<file path="src/rtl/eee_bbox_pkg.sv">
// Shared types and constants for the red-object bounding-box detector.
// Coordinate width, Avalon-ST video packet type and the overlay colour live here.
package eee_bbox_pkg;

   localparam int                  COORD_W        = 11;
   localparam logic [COORD_W-1:0]  COORD_MAX      = '1;
   localparam logic [3:0]          PKT_TYPE_VIDEO = 4'h0;
   localparam logic [23:0]         OVERLAY_COLOUR = 24'h00FF00;

   typedef enum logic [1:0] {
      IDLE,
      VIDEO,
      CTRL
   } state_t;

endpackage

</file>
<file path="src/rtl/eee_bbox_accum.sv">
// Colour match test and min/max accumulation of matching pixel coordinates.
// The *_nxt outputs expose the post-update values so an EOP pixel is included in the latched box.
module eee_bbox_accum
   import eee_bbox_pkg::*;
#(
   parameter logic [7:0] R_MIN  = 8'd180,
   parameter logic [7:0] GB_MAX = 8'd80
)(
   input  logic               clk,
   input  logic               reset,
   input  logic               clear,
   input  logic               pix_en,
   input  logic [COORD_W-1:0] pix_x,
   input  logic [COORD_W-1:0] pix_y,
   input  logic [23:0]        pix_data,
   output logic [COORD_W-1:0] left_nxt,
   output logic [COORD_W-1:0] right_nxt,
   output logic [COORD_W-1:0] top_nxt,
   output logic [COORD_W-1:0] bottom_nxt,
   output logic               found_nxt
);

   logic [COORD_W-1:0] acc_left, acc_right, acc_top, acc_bottom;
   logic               acc_found;

   function automatic logic is_match(input logic [23:0] d);
      return (d[23:16] >= R_MIN) && (d[15:8] <= GB_MAX) && (d[7:0] <= GB_MAX);
   endfunction

   always_comb begin
      left_nxt   = acc_left;
      right_nxt  = acc_right;
      top_nxt    = acc_top;
      bottom_nxt = acc_bottom;
      found_nxt  = acc_found;
      if (clear) begin
         left_nxt   = COORD_MAX;
         right_nxt  = '0;
         top_nxt    = COORD_MAX;
         bottom_nxt = '0;
         found_nxt  = 1'b0;
      end else if (pix_en && is_match(pix_data)) begin
         left_nxt   = (pix_x < acc_left)   ? pix_x : acc_left;
         right_nxt  = (pix_x > acc_right)  ? pix_x : acc_right;
         top_nxt    = (pix_y < acc_top)    ? pix_y : acc_top;
         bottom_nxt = (pix_y > acc_bottom) ? pix_y : acc_bottom;
         found_nxt  = 1'b1;
      end
   end

   always_ff @(posedge clk or posedge reset) begin
      if (reset) begin
         acc_left   <= COORD_MAX;
         acc_right  <= '0;
         acc_top    <= COORD_MAX;
         acc_bottom <= '0;
         acc_found  <= 1'b0;
      end else begin
         acc_left   <= left_nxt;
         acc_right  <= right_nxt;
         acc_top    <= top_nxt;
         acc_bottom <= bottom_nxt;
         acc_found  <= found_nxt;
      end
   end

endmodule

</file>
<file path="src/rtl/eee_bbox_detect.sv">
// Avalon-ST video pass-through that reports the bounding box of red pixels per frame.
// Define EEE_BBOX_OVERLAY_EN to draw the previous frame's box in green when mode=1.
module eee_bbox_detect
   import eee_bbox_pkg::*;
#(
   parameter int         IMG_WIDTH  = 640,
   parameter int         IMG_HEIGHT = 480,
   parameter logic [7:0] R_MIN      = 8'd180,
   parameter logic [7:0] GB_MAX     = 8'd80
)(
   input  logic               clk,
   input  logic               reset,
   input  logic [23:0]        sink_data,
   input  logic               sink_valid,
   input  logic               sink_startofpacket,
   input  logic               sink_endofpacket,
   output logic               sink_ready,
   output logic [23:0]        source_data,
   output logic               source_valid,
   output logic               source_startofpacket,
   output logic               source_endofpacket,
   input  logic               source_ready,
   input  logic               mode,
   output logic [COORD_W-1:0] bbox_left,
   output logic [COORD_W-1:0] bbox_right,
   output logic [COORD_W-1:0] bbox_top,
   output logic [COORD_W-1:0] bbox_bottom,
   output logic               bbox_found,
   output logic               bbox_strobe
);

   localparam logic [COORD_W-1:0] X_LAST = COORD_W'(IMG_WIDTH - 1);
   localparam logic [COORD_W-1:0] Y_END  = COORD_W'(IMG_HEIGHT);

   state_t             state;
   logic [COORD_W-1:0] x_cnt, y_cnt;
   logic               vld_p1, sop_p1, eop_p1;
   logic [23:0]        data_p1;
   logic               in_xfer, hdr_video, vid_sop, pix_beat, pix_en, vid_eop;
   logic [23:0]        pix_out;
   logic [COORD_W-1:0] acc_left, acc_right, acc_top, acc_bottom;
   logic               acc_found;

   assign sink_ready           = ~vld_p1 | source_ready;
   assign source_valid         = vld_p1;
   assign source_startofpacket = sop_p1;
   assign source_endofpacket   = eop_p1;
   assign source_data          = data_p1;

   assign in_xfer   = sink_valid & sink_ready;
   assign hdr_video = (sink_data[3:0] == PKT_TYPE_VIDEO);
   assign vid_sop   = in_xfer & sink_startofpacket & hdr_video;
   assign pix_beat  = in_xfer & ~sink_startofpacket & (state == VIDEO);
   assign pix_en    = pix_beat & (y_cnt < Y_END);
   // A video SOP that is also EOP latches the freshly cleared (empty) accumulators.
   assign vid_eop   = in_xfer & sink_endofpacket &
                      (sink_startofpacket ? hdr_video : (state == VIDEO));

`ifdef EEE_BBOX_OVERLAY_EN
   function automatic logic on_perimeter(input logic [COORD_W-1:0] x, y, l, r, t, b);
      return (((x == l) || (x == r)) && (y >= t) && (y <= b)) ||
             (((y == t) || (y == b)) && (x >= l) && (x <= r));
   endfunction

   assign pix_out = (pix_beat && mode && bbox_found &&
                     on_perimeter(x_cnt, y_cnt, bbox_left, bbox_right, bbox_top, bbox_bottom))
                    ? OVERLAY_COLOUR : sink_data;
`else
   logic unused_mode;
   assign unused_mode = mode;
   assign pix_out     = sink_data;
`endif

   eee_bbox_accum #(
      .R_MIN  (R_MIN),
      .GB_MAX (GB_MAX)
   ) u_accum (
      .clk        (clk),
      .reset      (reset),
      .clear      (vid_sop),
      .pix_en     (pix_en),
      .pix_x      (x_cnt),
      .pix_y      (y_cnt),
      .pix_data   (sink_data),
      .left_nxt   (acc_left),
      .right_nxt  (acc_right),
      .top_nxt    (acc_top),
      .bottom_nxt (acc_bottom),
      .found_nxt  (acc_found)
   );

   // Stage p1: single output register toward the source interface
   always_ff @(posedge clk or posedge reset) begin
      if (reset) begin
         vld_p1  <= 1'b0;
         sop_p1  <= 1'b0;
         eop_p1  <= 1'b0;
         data_p1 <= '0;
      end else if (in_xfer) begin
         vld_p1  <= 1'b1;
         sop_p1  <= sink_startofpacket;
         eop_p1  <= sink_endofpacket;
         data_p1 <= pix_out;
      end else if (source_ready) begin
         vld_p1  <= 1'b0;
      end
   end

   always_ff @(posedge clk or posedge reset) begin
      if (reset) begin
         state       <= IDLE;
         x_cnt       <= '0;
         y_cnt       <= '0;
         bbox_left   <= '0;
         bbox_right  <= '0;
         bbox_top    <= '0;
         bbox_bottom <= '0;
         bbox_found  <= 1'b0;
         bbox_strobe <= 1'b0;
      end else begin
         bbox_strobe <= 1'b0;
         if (in_xfer) begin
            if (sink_startofpacket) begin
               state <= sink_endofpacket ? IDLE : (hdr_video ? VIDEO : CTRL);
               if (hdr_video) begin
                  x_cnt <= '0;
                  y_cnt <= '0;
               end
            end else if (sink_endofpacket) begin
               state <= IDLE;
            end
            // Counters stop once y reaches IMG_HEIGHT; surplus pixels are only forwarded.
            if (pix_en) begin
               if (x_cnt == X_LAST) begin
                  x_cnt <= '0;
                  y_cnt <= y_cnt + 1'b1;
               end else begin
                  x_cnt <= x_cnt + 1'b1;
               end
            end
            if (vid_eop) begin
               bbox_left   <= acc_left;
               bbox_right  <= acc_right;
               bbox_top    <= acc_top;
               bbox_bottom <= acc_bottom;
               bbox_found  <= acc_found;
               bbox_strobe <= 1'b1;
            end
         end
      end
   end

endmodule

</file>
<file path="config.mk">
export PLATFORM = sky130hd
export DESIGN_NAME = eee_bbox_detect
export DESIGN_NICKNAME = d
export VERILOG_FILES = /design/src/rtl/eee_bbox_pkg.sv /design/src/rtl/eee_bbox_accum.sv /design/src/rtl/eee_bbox_detect.sv
export SDC_FILE = /design/constraint.sdc
export NUM_CORES = 1
export LEC_CHECK = 0
export BUFFER_PORTS_ARGS = -buffer_cell sky130_fd_sc_hd__buf_2
export CAP_MARGIN = 20
export CORE_ASPECT_RATIO = 0.7
export CORE_UTILIZATION = 25
export CTS_CLUSTER_DIAMETER = 150
export DETAILED_ROUTE_END_ITERATION = 10
export HOLD_SLACK_MARGIN = 0.03
export PLACE_DENSITY = 0.51
export SLEW_MARGIN = 10
export SYNTH_ARGS = -nofsm -noshare
export SYNTH_HDL_FRONTEND = slang
export SYNTH_HIERARCHICAL = 1
export SYNTH_SLANG_ARGS = --single-unit
</file>
<file path="constraint.sdc">
create_clock -name clk -period 3.75 [get_ports clk]
set_input_delay 0.75 -clock clk [delete_from_list [all_inputs] [get_ports clk]]
set_output_delay 0.75 -clock clk [all_outputs]
set_load 0.005 [all_outputs]
</file>
==> flow_summary.toml <==
[outcome]
status = "finished clean"

[timing]
tns_ns = 0
slew_headroom_pct = 39.54
skew_ns = 0.008106
worst_pin_slew_ns = 0.9055
finalHoldViolCount = 0
setup_viol = 0
fmax_mhz = 324.4
grt_setup_unrepaired = "no"
fin_ws_ns = 0.6678
whs_ns = 0.4672
finalCritPeriodShare_pct = 82.19
fin_crit_ns = 3.082
slew_violations = 0

[logic_synthesis]
synthArstFlopShare_pct = 100.0
synth_edf_count = 0
avgSynthCellArea_um2 = 10.65
synthDistinctLibCells = 55
ys_ff_latch = 142
synth.top_cell.area_share_pct = 42.98
syn_area_um2 = 6987
synthTopCellsByArea = "dfrtp_1, dfstp_2, mux2_2"
synth_common_cells = "dfrtp_1, nand2_1, mux2_2, inv_1, ha_1"
yosysSeqAreaShare_pct = 51.25
syn_inst = 656
synth_most_common_cell = "dfrtp_1"
yosys_warnings = 6
synth_nets = 731
post-synth-top-area-cell = "dfrtp_1"
synthFlopType = "dfrtp_1"

[clock_network]
clk_latency_ns = 0.43
clock_path_buffers = 2
cts-resized-gates = 0
cts_setup_buffers = 0
htree_levels = 4
ctsRootBufferMaster = "clkbuf_16"
cts_made_buffers = 17
cts_sinks = 142
cts_tree = "built"
postCtsHoldBufs = 0
clkTransAtPathRegs_ns = 0.06

[global_routing]
grt_pass1_wl_um = 28560
grt_pass1_vias = 5099
grtUsageTotal_pct = 12.82
grt_antenna_before_repair = 0
overflow = 0
grt_start_max_net_pins = 63

[worst_setup_path]
r2r_setup_slack_ns = 0.72
arrival_ns = 3.45
cp_slowest_cell = "or4_4"
cp-start-kind = "input port"
cpPeakStageDelay_ns = 0.50
cp_num_cells = 12
path_buf_inv = 3
worstSetupPathType = "input port to flop"
regToRegEndpoint = "bbox_bottom[9]$_DFFE_PP0P_"
cp-end-kind = "flop"
cp.required_ns = 4.12
cpMostUsedCell = "buf_12"
cp_top_family = "simple AND/OR/NAND/NOR gates"
worstPathCellList = "buf_2 -> or3b_4 -> or4_4 -> nor2_2 -> nand4_1 -> nor3_4 -> buf_12 -> o21ai_2 -> a41oi_2 -> buf_12 -> mux2i_1 -> mux2_2"
timing.rr.start = "state[1]$_DFFE_PP0P_"
r2r_cells = 11
crit_path_max_fanout = 10

[place]
pre_cts_ws_ns = 0.2251
place.gp.congestion = 0.7615
dp_hpwl_um = 11700
port_buffers = 103

[routing]
drt_first_pass_iters = 4
post_drt_via_cell_ratio = 4.413
drt_iter0_drc = 234
wirelength_um = 17070
ant_nets = 0
wl_per_cell_um = 14.82
vias = 5084
drc = 0

[power]
power.leakage_nw = 4.435
peakVddDrop_v = 0.0002890
pwr_density_cell_nw_per_um2 = 442.8

[finish]
syn2layout_area_growth_pct = 24.30
final_layout_size_suffix_gt1_share_pct = 32.36
antenna_cells = 0
nFillCells = 2791
final_util_pct = 32.06
fin_nets = 850

[die]
io_pins = 105
die-height_um = 141.9
start_util_pct = 25.79
die-area_um2 = 28630
dieWidth_um = 201.8
coreArea_um2 = 27090
rows = 50

[min_path]
holdCritStartpoint = "source_data[22]$_DFFE_PP0P_"
holdPathEnd = "source_data[22]$_DFFE_PP0P_"
hold_path_class = "flop to flop"
hold_depth = 2

[run]
drv_cap = 0
[metrics by stage]
stage                     area (um2)  power [W]  instances
after global routing            8685   0.004033       1152
after global placement          8066   0.002077       1120
after floorplan                 6987   0.001901        656
final                           8685   0.003846       1152
after CTS                       8685   0.003910       1152
after detailed placement        8066   0.002082       1120
[cell usage in the layout (no fill, tap or decap), types with 3 or more instances in the layout]
cell type / n
nand2_1: 109
nor4_1: 4
clkinvlp_4: 3
dfrtp_1: 120
nand4_1: 10
buf_2: 103
o211ai_1: 4
buf_12: 4
bufinv_16: 3
clkinv_4: 4
nor4_2: 6
a21oi_1: 16
nand3_1: 13
inv_1: 46
mux2_2: 50
nor2_1: 39
ha_1: 44
and3_1: 4
and2_1: 3
a211o_1: 4
clkbuf_16: 17
o21ai_0: 11
o22ai_1: 3
nor3_1: 23
mux2i_1: 24
a211oi_1: 4
a31oi_1: 23
xnor2_1: 8
dfstp_2: 22
buf_4: 20
[power breakdown]
group          leakage, nW  internal, W  switching, W
logic                 2.32     0.000162      0.000181
registers             1.83      0.00164     0.0000607
clock network        0.293      0.00109      0.000713
[worst register-to-register path, stage by stage, from the launching register on]
cell and delay [ns]:
dfrtp_1 0.39, or3b_4 0.40, or4_4 0.50, nor2_2 0.15, nand4_1 0.17, nor3_4 0.23
buf_12 0.16, o21ai_2 0.08, a41oi_2 0.21, buf_12 0.18, mux2i_1 0.30, mux2_2 0.21
[final cells by class]
type	instances	area, um2	share of cell area [%]
well taps	364	455.4	5.244
clock inverters	12	161.4	1.859
inverters	50	190.2	2.190
repair buffers	127	745.7	8.587
clock buffers	20	456.7	5.259
multi-input cells	437	3094	35.63
flip-flops and latches	142	3581	41.23
[cell families after synthesis]
family          Yosys count  synth area share (%)
mux                      74                 11.50
buf+inv                  77                 4.567
flops                   142                 51.25
simple gates            233                 16.37
xor+xnor                  8                 1.003
fa+ha+maj                44                 7.880
compound gates           78                 7.432
[how the worst max path moves through the flow]
| stage | from | to | slack, ns |
|---|---|---|---|
| 2_1_floorplan | sink_startofpacket | bbox_left[9]$_DFFE_PP0P_ | 0.39 |
| 3_3_place_gp | sink_startofpacket | bbox_left[6]$_DFFE_PP0P_ | 0.25 |
| 3_5_place_dp | sink_startofpacket | bbox_bottom[9]$_DFFE_PP0P_ | 0.23 |
| 4_1_cts | sink_startofpacket | bbox_bottom[9]$_DFFE_PP0P_ | 0.68 |
| 5_1_grt | sink_startofpacket | bbox_left[2]$_DFFE_PP0P_ | 0.47 |
| 6_report | sink_startofpacket | bbox_bottom[9]$_DFFE_PP0P_ | 0.67 |
[metal layers]
| layer | vias to the layer above | global-route usage [%] | part of all wire (%) |
|---|---|---|---|
| met1 | 2453 | 19.04 | 54 |
| met3 | 18 | 3.101 | 3.5 |
| met5 | - | 0 | 0 |
| met4 | 0 | 3.987 | 1.2 |
| li1 | 2536 | - | - |
| met2 | 77 | 18.03 | 41 |
[flip-flops by register name, summed over array words and instances, names as in the netlist, 2 cells and up]
signal and count:
source_data 24, bbox_top 11, u_accum/acc_bottom 11, u_accum/acc_left 11
u_accum/acc_top 11, bbox_right 11, u_accum/acc_right 11, state 2
x_cnt 11, bbox_bottom 11, bbox_left 11, y_cnt 11
Note: power is estimated with default switching activity, not from simulation.
